File: config.mk
export PLATFORM = sky130hd
export DESIGN_NAME = key_search_sequencer
export DESIGN_NICKNAME = d
export VERILOG_FILES = /design/src/rtl/rc4_pkg.sv /design/src/rtl/plaintext_checker.sv /design/src/rtl/key_search_sequencer.sv
export SDC_FILE = /design/constraint.sdc
export NUM_CORES = 1
export LEC_CHECK = 0
export CORE_UTILIZATION = 45
export DETAILED_ROUTE_END_ITERATION = 10
export PLACE_DENSITY = 0.73
export SYNTH_ARGS = -nofsm -noshare
export SYNTH_HDL_FRONTEND = slang
export SYNTH_SLANG_ARGS = --single-unit
File: constraint.sdc
create_clock -name clk -period 2.5 [get_ports clk]
set_input_delay 0.5 -clock clk [delete_from_list [all_inputs] [get_ports clk]]
set_output_delay 0.5 -clock clk [all_outputs]
set_load 0.01 [all_outputs]
File: src/rtl/rc4_pkg.sv
// Shared constants for the RC4 key-search slice: device-select codes, sequencer
// state encoding and the printable-plaintext character range.
package rc4_pkg;

    localparam logic [5:0] MODE_IDLE    = 6'b000_000;
    localparam logic [5:0] MODE_INIT    = 6'b001_000;
    localparam logic [5:0] MODE_SHUFFLE = 6'b010_000;
    localparam logic [5:0] MODE_DECRYPT = 6'b011_000;

    localparam logic [7:0] CHAR_LO    = 8'h61;
    localparam logic [7:0] CHAR_HI    = 8'h7A;
    localparam logic [7:0] CHAR_SPACE = 8'h20;

    typedef enum logic [3:0] {
        IDLE      = 4'd0,
        INIT      = 4'd1,
        GAP_I     = 4'd2,
        SHUF      = 4'd3,
        GAP_S     = 4'd4,
        DECR      = 4'd5,
        EVAL      = 4'd6,
        DONE_OK   = 4'd7,
        DONE_FAIL = 4'd8
    } search_state_e;

    function automatic logic [5:0] mode_of(input search_state_e s);
        case (s)
            INIT:    mode_of = MODE_INIT;
            SHUF:    mode_of = MODE_SHUFFLE;
            DECR:    mode_of = MODE_DECRYPT;
            default: mode_of = MODE_IDLE;
        endcase
    endfunction

    function automatic logic busy_of(input search_state_e s);
        case (s)
            IDLE, DONE_OK, DONE_FAIL: busy_of = 1'b0;
            default:                  busy_of = 1'b1;
        endcase
    endfunction

endpackage

File: src/rtl/plaintext_checker.sv
// Flags any written plaintext byte outside lowercase a..z or space; the flag
// stays set until cleared for the next candidate key.
module plaintext_checker
    import rc4_pkg::*;
#(
    parameter int RAM_WIDTH = 8
) (
    input  logic                 clk,
    input  logic                 reset,
    input  logic                 clear,
    input  logic                 enable,
    input  logic                 aWren,
    input  logic [RAM_WIDTH-1:0] aIn,
    output logic                 bad
);

    localparam logic [RAM_WIDTH-1:0] LO_W    = RAM_WIDTH'(CHAR_LO);
    localparam logic [RAM_WIDTH-1:0] HI_W    = RAM_WIDTH'(CHAR_HI);
    localparam logic [RAM_WIDTH-1:0] SPACE_W = RAM_WIDTH'(CHAR_SPACE);

    logic byte_bad_s;

    // classify the byte currently presented on the write port
    always_comb begin
        byte_bad_s = 1'b1;
        if (((aIn >= LO_W) && (aIn <= HI_W)) || (aIn == SPACE_W)) begin
            byte_bad_s = 1'b0;
        end else begin
            byte_bad_s = 1'b1;
        end
    end

    // sticky bad flag, cleared between candidate keys
    always_ff @(posedge clk or posedge reset) begin
        if (reset) begin
            bad <= 1'b0;
        end else if (clear) begin
            bad <= 1'b0;
        end else if (enable && aWren && byte_bad_s) begin
            bad <= 1'b1;
        end
    end

endmodule

File: src/rtl/key_search_sequencer.sv
// Brute-force RC4 key search: steps each candidate key through init, shuffle and
// decrypt devices and checks the plaintext. Define ATTEMPT_COUNT_EN to add the
// attempts counter port.
module key_search_sequencer
    import rc4_pkg::*;
#(
    parameter int RAM_WIDTH   = 8,
    parameter int KEY_LENGTH  = 3,
    parameter int KEY_BITS    = 22,
    parameter int NUM_DEVICES = 3
) (
    input  logic                             clk,
    input  logic                             reset,
    input  logic                             start,
    input  logic                             abort,
    input  logic [NUM_DEVICES-1:0]           finish_bus,
    input  logic                             aWren,
    input  logic [RAM_WIDTH-1:0]             aIn,
    output logic [5:0]                       mode,
    output logic [KEY_LENGTH*RAM_WIDTH-1:0]  key,
    output logic                             busy,
    output logic                             found,
    output logic                             exhausted,
    output logic [KEY_LENGTH*RAM_WIDTH-1:0]  found_key
`ifdef ATTEMPT_COUNT_EN
    ,
    output logic [KEY_BITS:0]                attempts
`endif
);

    localparam int KW = KEY_LENGTH * RAM_WIDTH;
    localparam logic [KEY_BITS-1:0] KEY_MAX = {KEY_BITS{1'b1}};

    search_state_e   state_r, state_s;
    logic [KW-1:0]   key_r, key_s;
    logic [KW-1:0]   found_key_r, found_key_s;
    logic            found_r, found_s;
    logic            exhausted_r, exhausted_s;
    logic [5:0]      mode_r;
    logic            busy_r;
    logic            clear_s;
    logic            bad_r;

    plaintext_checker #(.RAM_WIDTH(RAM_WIDTH)) u_checker (
        .clk    (clk),
        .reset  (reset),
        .clear  (clear_s),
        .enable (state_r == DECR),
        .aWren  (aWren),
        .aIn    (aIn),
        .bad    (bad_r)
    );

    // next-state and result bookkeeping; abort overrides everything
    always_comb begin
        state_s     = state_r;
        key_s       = key_r;
        found_key_s = found_key_r;
        found_s     = found_r;
        exhausted_s = exhausted_r;
        clear_s     = 1'b0;
        if (abort) begin
            state_s = IDLE;
        end else begin
            case (state_r)
                IDLE, DONE_OK, DONE_FAIL: begin
                    if (start) begin
                        state_s     = INIT;
                        key_s       = {KW{1'b0}};
                        found_s     = 1'b0;
                        exhausted_s = 1'b0;
                        clear_s     = 1'b1;
                    end else begin
                        state_s = state_r;
                    end
                end
                INIT:  state_s = finish_bus[0] ? GAP_I : INIT;
                GAP_I: state_s = SHUF;
                SHUF:  state_s = finish_bus[1] ? GAP_S : SHUF;
                GAP_S: state_s = DECR;
                DECR:  state_s = finish_bus[2] ? EVAL : DECR;
                EVAL: begin
                    if (!bad_r) begin
                        state_s     = DONE_OK;
                        found_s     = 1'b1;
                        found_key_s = key_r;
                    end else if (key_r[KEY_BITS-1:0] == KEY_MAX) begin
                        state_s     = DONE_FAIL;
                        exhausted_s = 1'b1;
                    end else begin
                        state_s                = INIT;
                        key_s[KEY_BITS-1:0]    = key_r[KEY_BITS-1:0] + KEY_BITS'(1'b1);
                        clear_s                = 1'b1;
                    end
                end
                default: state_s = IDLE;
            endcase
        end
    end

    // state and registered outputs; mode/busy decoded from the next state
    always_ff @(posedge clk or posedge reset) begin
        if (reset) begin
            state_r     <= IDLE;
            key_r       <= {KW{1'b0}};
            found_key_r <= {KW{1'b0}};
            found_r     <= 1'b0;
            exhausted_r <= 1'b0;
            mode_r      <= MODE_IDLE;
            busy_r      <= 1'b0;
        end else begin
            state_r     <= state_s;
            key_r       <= key_s;
            found_key_r <= found_key_s;
            found_r     <= found_s;
            exhausted_r <= exhausted_s;
            mode_r      <= mode_of(state_s);
            busy_r      <= busy_of(state_s);
        end
    end

    assign mode      = mode_r;
    assign key       = key_r;
    assign busy      = busy_r;
    assign found     = found_r;
    assign exhausted = exhausted_r;
    assign found_key = found_key_r;

`ifdef ATTEMPT_COUNT_EN
    localparam logic [KEY_BITS:0] ATT_MAX = {(KEY_BITS+1){1'b1}};
    logic [KEY_BITS:0] attempts_r;

    // saturating count of evaluated keys since the last accepted start
    always_ff @(posedge clk or posedge reset) begin
        if (reset) begin
            attempts_r <= {(KEY_BITS+1){1'b0}};
        end else if (start && !abort && !busy_r) begin
            attempts_r <= {(KEY_BITS+1){1'b0}};
        end else if ((state_r == EVAL) && (attempts_r != ATT_MAX)) begin
            attempts_r <= attempts_r + {{KEY_BITS{1'b0}}, 1'b1};
        end
    end

    assign attempts = attempts_r;
`endif

endmodule

==> impl_metrics.json <==
{
  "synth-seq-cells": 54,
  "ios": 73,
  "met1_length_um": 3110,
  "end_kind": "flip-flop",
  "hp-class": "flip-flop to flip-flop",
  "power_frac_clock_pct": 31.9,
  "dr_total_vias": 2548,
  "area_delta_synth_final_pct": 26.6,
  "track_usage_pct": 19.7,
  "powerDensity_mw_per_mm2": 427,
  "clk_path_buf_depth": 2,
  "diodes": 0,
  "layout-drive-gt1-share_pct": 16.0,
  "tritoncts": "built",
  "synthFlopType": "dfrtp_1",
  "netlist_top_cells_count": "54 x dfrtp_1, 41 x nand2_1, 21 x mux2_2, 18 x mux2i_1, 15 x a21oi_1",
  "fin_crit_sh_pct": 88.1,
  "vdd_ir_drop_max_uv": 296,
  "status": "finished clean",
  "first_pass_iters": 6,
  "synth_edf_count": 0,
  "internal_power_w": 0.00122,
  "crit_type": "flip-flop to flip-flop",
  "wl_met2_um": 3190,
  "cp_max_fo": 8,
  "synth_top_area_cell": "dfrtp_1",
  "seqPwrFrac_pct": 54.3,
  "dpl.hpwl_um": 4670,
  "yosysSeqAreaShare_pct": 43.9,
  "die_area_mm2": 0.00717,
  "final.min_clock_period_ns": 2.20,
  "postCtsSetupBuffers": 0,
  "root_buffer": "clkbuf_8",
  "comb_power_share_pct": 13.8,
  "ant_nets": 0,
  "timing.setup.tns_ns": 0,
  "yosysMostFrequentCell": "dfrtp_1",
  "cp.arrival_ns": 2.40,
  "cts_hold_buf": 0,
  "drv_cap": 0,
  "port_buffers": 64,
  "overflow": 0,
  "switchingPower_w": 0.000443,
  "numCtsBuffers": 5,
  "skew_ns": 0.0161,
  "wl_per_cell_um": 14.8,
  "grt_start_max_net_pins": 55,
  "synth_warnings": 0,
  "initial_core_util_pct": 47.6,
  "drt_iter0_drc": 185,
  "h-tree-depth": 2,
  "cts_sinks": 54,
  "drcViolationCount": 0,
  "die_h_um": 84.7,
  "synthTopCellsByArea": "dfrtp_1 44%, mux2_2 7.7%, mux2i_1 5.9%",
  "report.final.setup_viol": 0,
  "grt_pass1_vias": 2408,
  "p_leak_nw": 1.71,
  "die_x_um": 84.7,
  "synth_top_area_share_pct": 43.9,
  "maxSlewHeadroom_pct": 64.6,
  "tightest_slew_ns": 0.528,
  "slew_viol_final": 0,
  "critPathRequiredTime_ns": 2.70,
  "syn_area_mm2": 0.00308,
  "routabilityCongestion": 0.823,
  "design.core.area_mm2": 0.00646,
  "ys_types": 59,
  "routed_wl_um": 6680,
  "finalHoldViolCount": 0,
  "antenna_found_initial": 0,
  "fmax_ghz": 0.454,
  "met3_length_um": 327,
  "hold_ws_ns": 0.487,
  "grt_pass1_wl_um": 11300,
  "clkLatencyLatePin_ns": 0.32,
  "syn_avg_cell_area_um2": 10.1,
  "num_rows": 29,
  "syn_inst": 304,
  "routed.top_layer": "met4",
  "path_clk_slew_ns": 0.11,
  "layout.nets": 392,
  "ys_async_sr_fraction_pct": 100,
  "cts_resized": 0,
  "rsz0062_at_grt": "false",
  "p_sw_share_pct": 26.7,
  "via_per_inst": 5.62,
  "cp-start-kind": "flip-flop"
}
worst paths after layout:
| kind | start | end | slack (ns) | depth (start not counted) |
|---|---|---|---|---|
| max in group asynchronous | reset | found_key[13] | 1.72 | 3 |
| setup reg to reg | key[9] | key[0] | 0.30 | 6 |
| hold reg to reg | found_key[6] | found_key[6] | 0.49 | 2 |
| hold / removal | found_key[6] | found_key[6] | 0.49 | 2 |
| setup / recovery | key[9] | key[0] | 0.30 | 6 |
| min in group asynchronous | reset | key[10] | 0.54 | 3 |
layout by cell type, fill, tap and decap left out, types with 2 or more instances in the layout:
cell | Yosys | final
o21ai_1 | 2 | 2
nand3b_1 | 2 | 2
nor3b_1 | 5 | 5
nand2b_1 | 14 | 14
mux2i_1 | 18 | 18
inv_2 | 2 | 3
o21a_1 | 3 | 3
a21oi_2 | 2 | 2
a21oi_1 | 15 | 15
or3_4 | 2 | 2
clkbuf_8 | 1 | 6
nand2_1 | 41 | 41
inv_1 | 7 | 6
nor4_1 | 4 | 4
nor3_1 | 6 | 6
o21ai_0 | 7 | 7
buf_4 | 9 | 16
nand4_1 | 10 | 10
conb_1 | 1 | 8
and2_1 | 2 | 2
mux2_2 | 21 | 21
nor2b_1 | 3 | 3
a211oi_1 | 3 | 3
dfrtp_1 | 54 | 54
clkdlybuf4s50_1 | 0 | 64
and4_1 | 2 | 2
or3_1 | 3 | 3
nand3_1 | 9 | 9
nor2_1 | 9 | 9
and3_1 | 6 | 6
stage by stage:
stage	setup WS [ns]	std cells	cell area, um^2	util, %	power (W)
2_1_floorplan	0.528	311	3100	-	0.00108
6_report	0.297	453	3890	60.3	0.00166
5_1_grt	0.206	453	3890	60.3	0.00173
3_3_place_gp	0.0961	445	3800	58.8	0.00115
3_5_place_dp	0.0733	445	3800	58.8	0.00115
4_1_cts	0.333	453	3890	60.3	0.00167
power groups by stage:
stage,Combinational [W],Sequential [W],Clock [W]
floorplan,0.000158,0.000919,0
global placement,0.000227,0.000920,0
detailed placement,0.000230,0.000919,0
CTS,0.000231,0.000902,0.000540
global route,0.000253,0.000905,0.000574
finish,0.000229,0.000902,0.000529
registers in the layout (all words and copies together) (netlist names):
name           cells
u_checker.bad      1
exhausted          1
found              1
key               22
mode               2
found_key         22
busy               1
state_r            4
worst max-delay path, stage by stage (launching register included):
cell and delay, ns:
dfrtp_1 0.51, nand4_1 0.22, or3_1 0.48, o31ai_4 0.32, buf_4 0.21, nor2_1 0.07, mux2_2 0.25
kinds of logic (layout without fill, tap and decap cells):
| kind of cell | after synthesis | in the layout | share of synthesized area [%] |
|---|---|---|---|
| DFF | 54 | 54 | 43.9 |
| other | 1 | 8 | 0.122 |
| xor gates and xnor gates | 1 | 1 | 0.285 |
| AOI/OAI and AO/OA | 51 | 51 | 12.3 |
| and+or+nand+nor | 124 | 124 | 22.4 |
| muxes | 39 | 39 | 13.5 |
| buffers and inverters | 33 | 98 | 7.00 |
| adders and majority gates | 1 | 1 | 0.407 |
area by class of cell:
class / instances / area [um^2]
inverter: 9 / 33.8
timing repair buffer: 81 / 781
clock inverter: 2 / 12.5
fill: 574 / 2570
clock buffer: 6 / 82.6
sequential: 54 / 1350
multi-input combinational: 224 / 1540
tap: 77 / 96.3
metal layers:
layer  global-route usage (%)  vias to the layer above
met1                     26.7                     1243
li1                         -                     1221
met3                     4.03                        6
met4                     4.78                        0
met2                     32.6                       78
met5                        0                        -
Power figures use the tool's default switching activity.
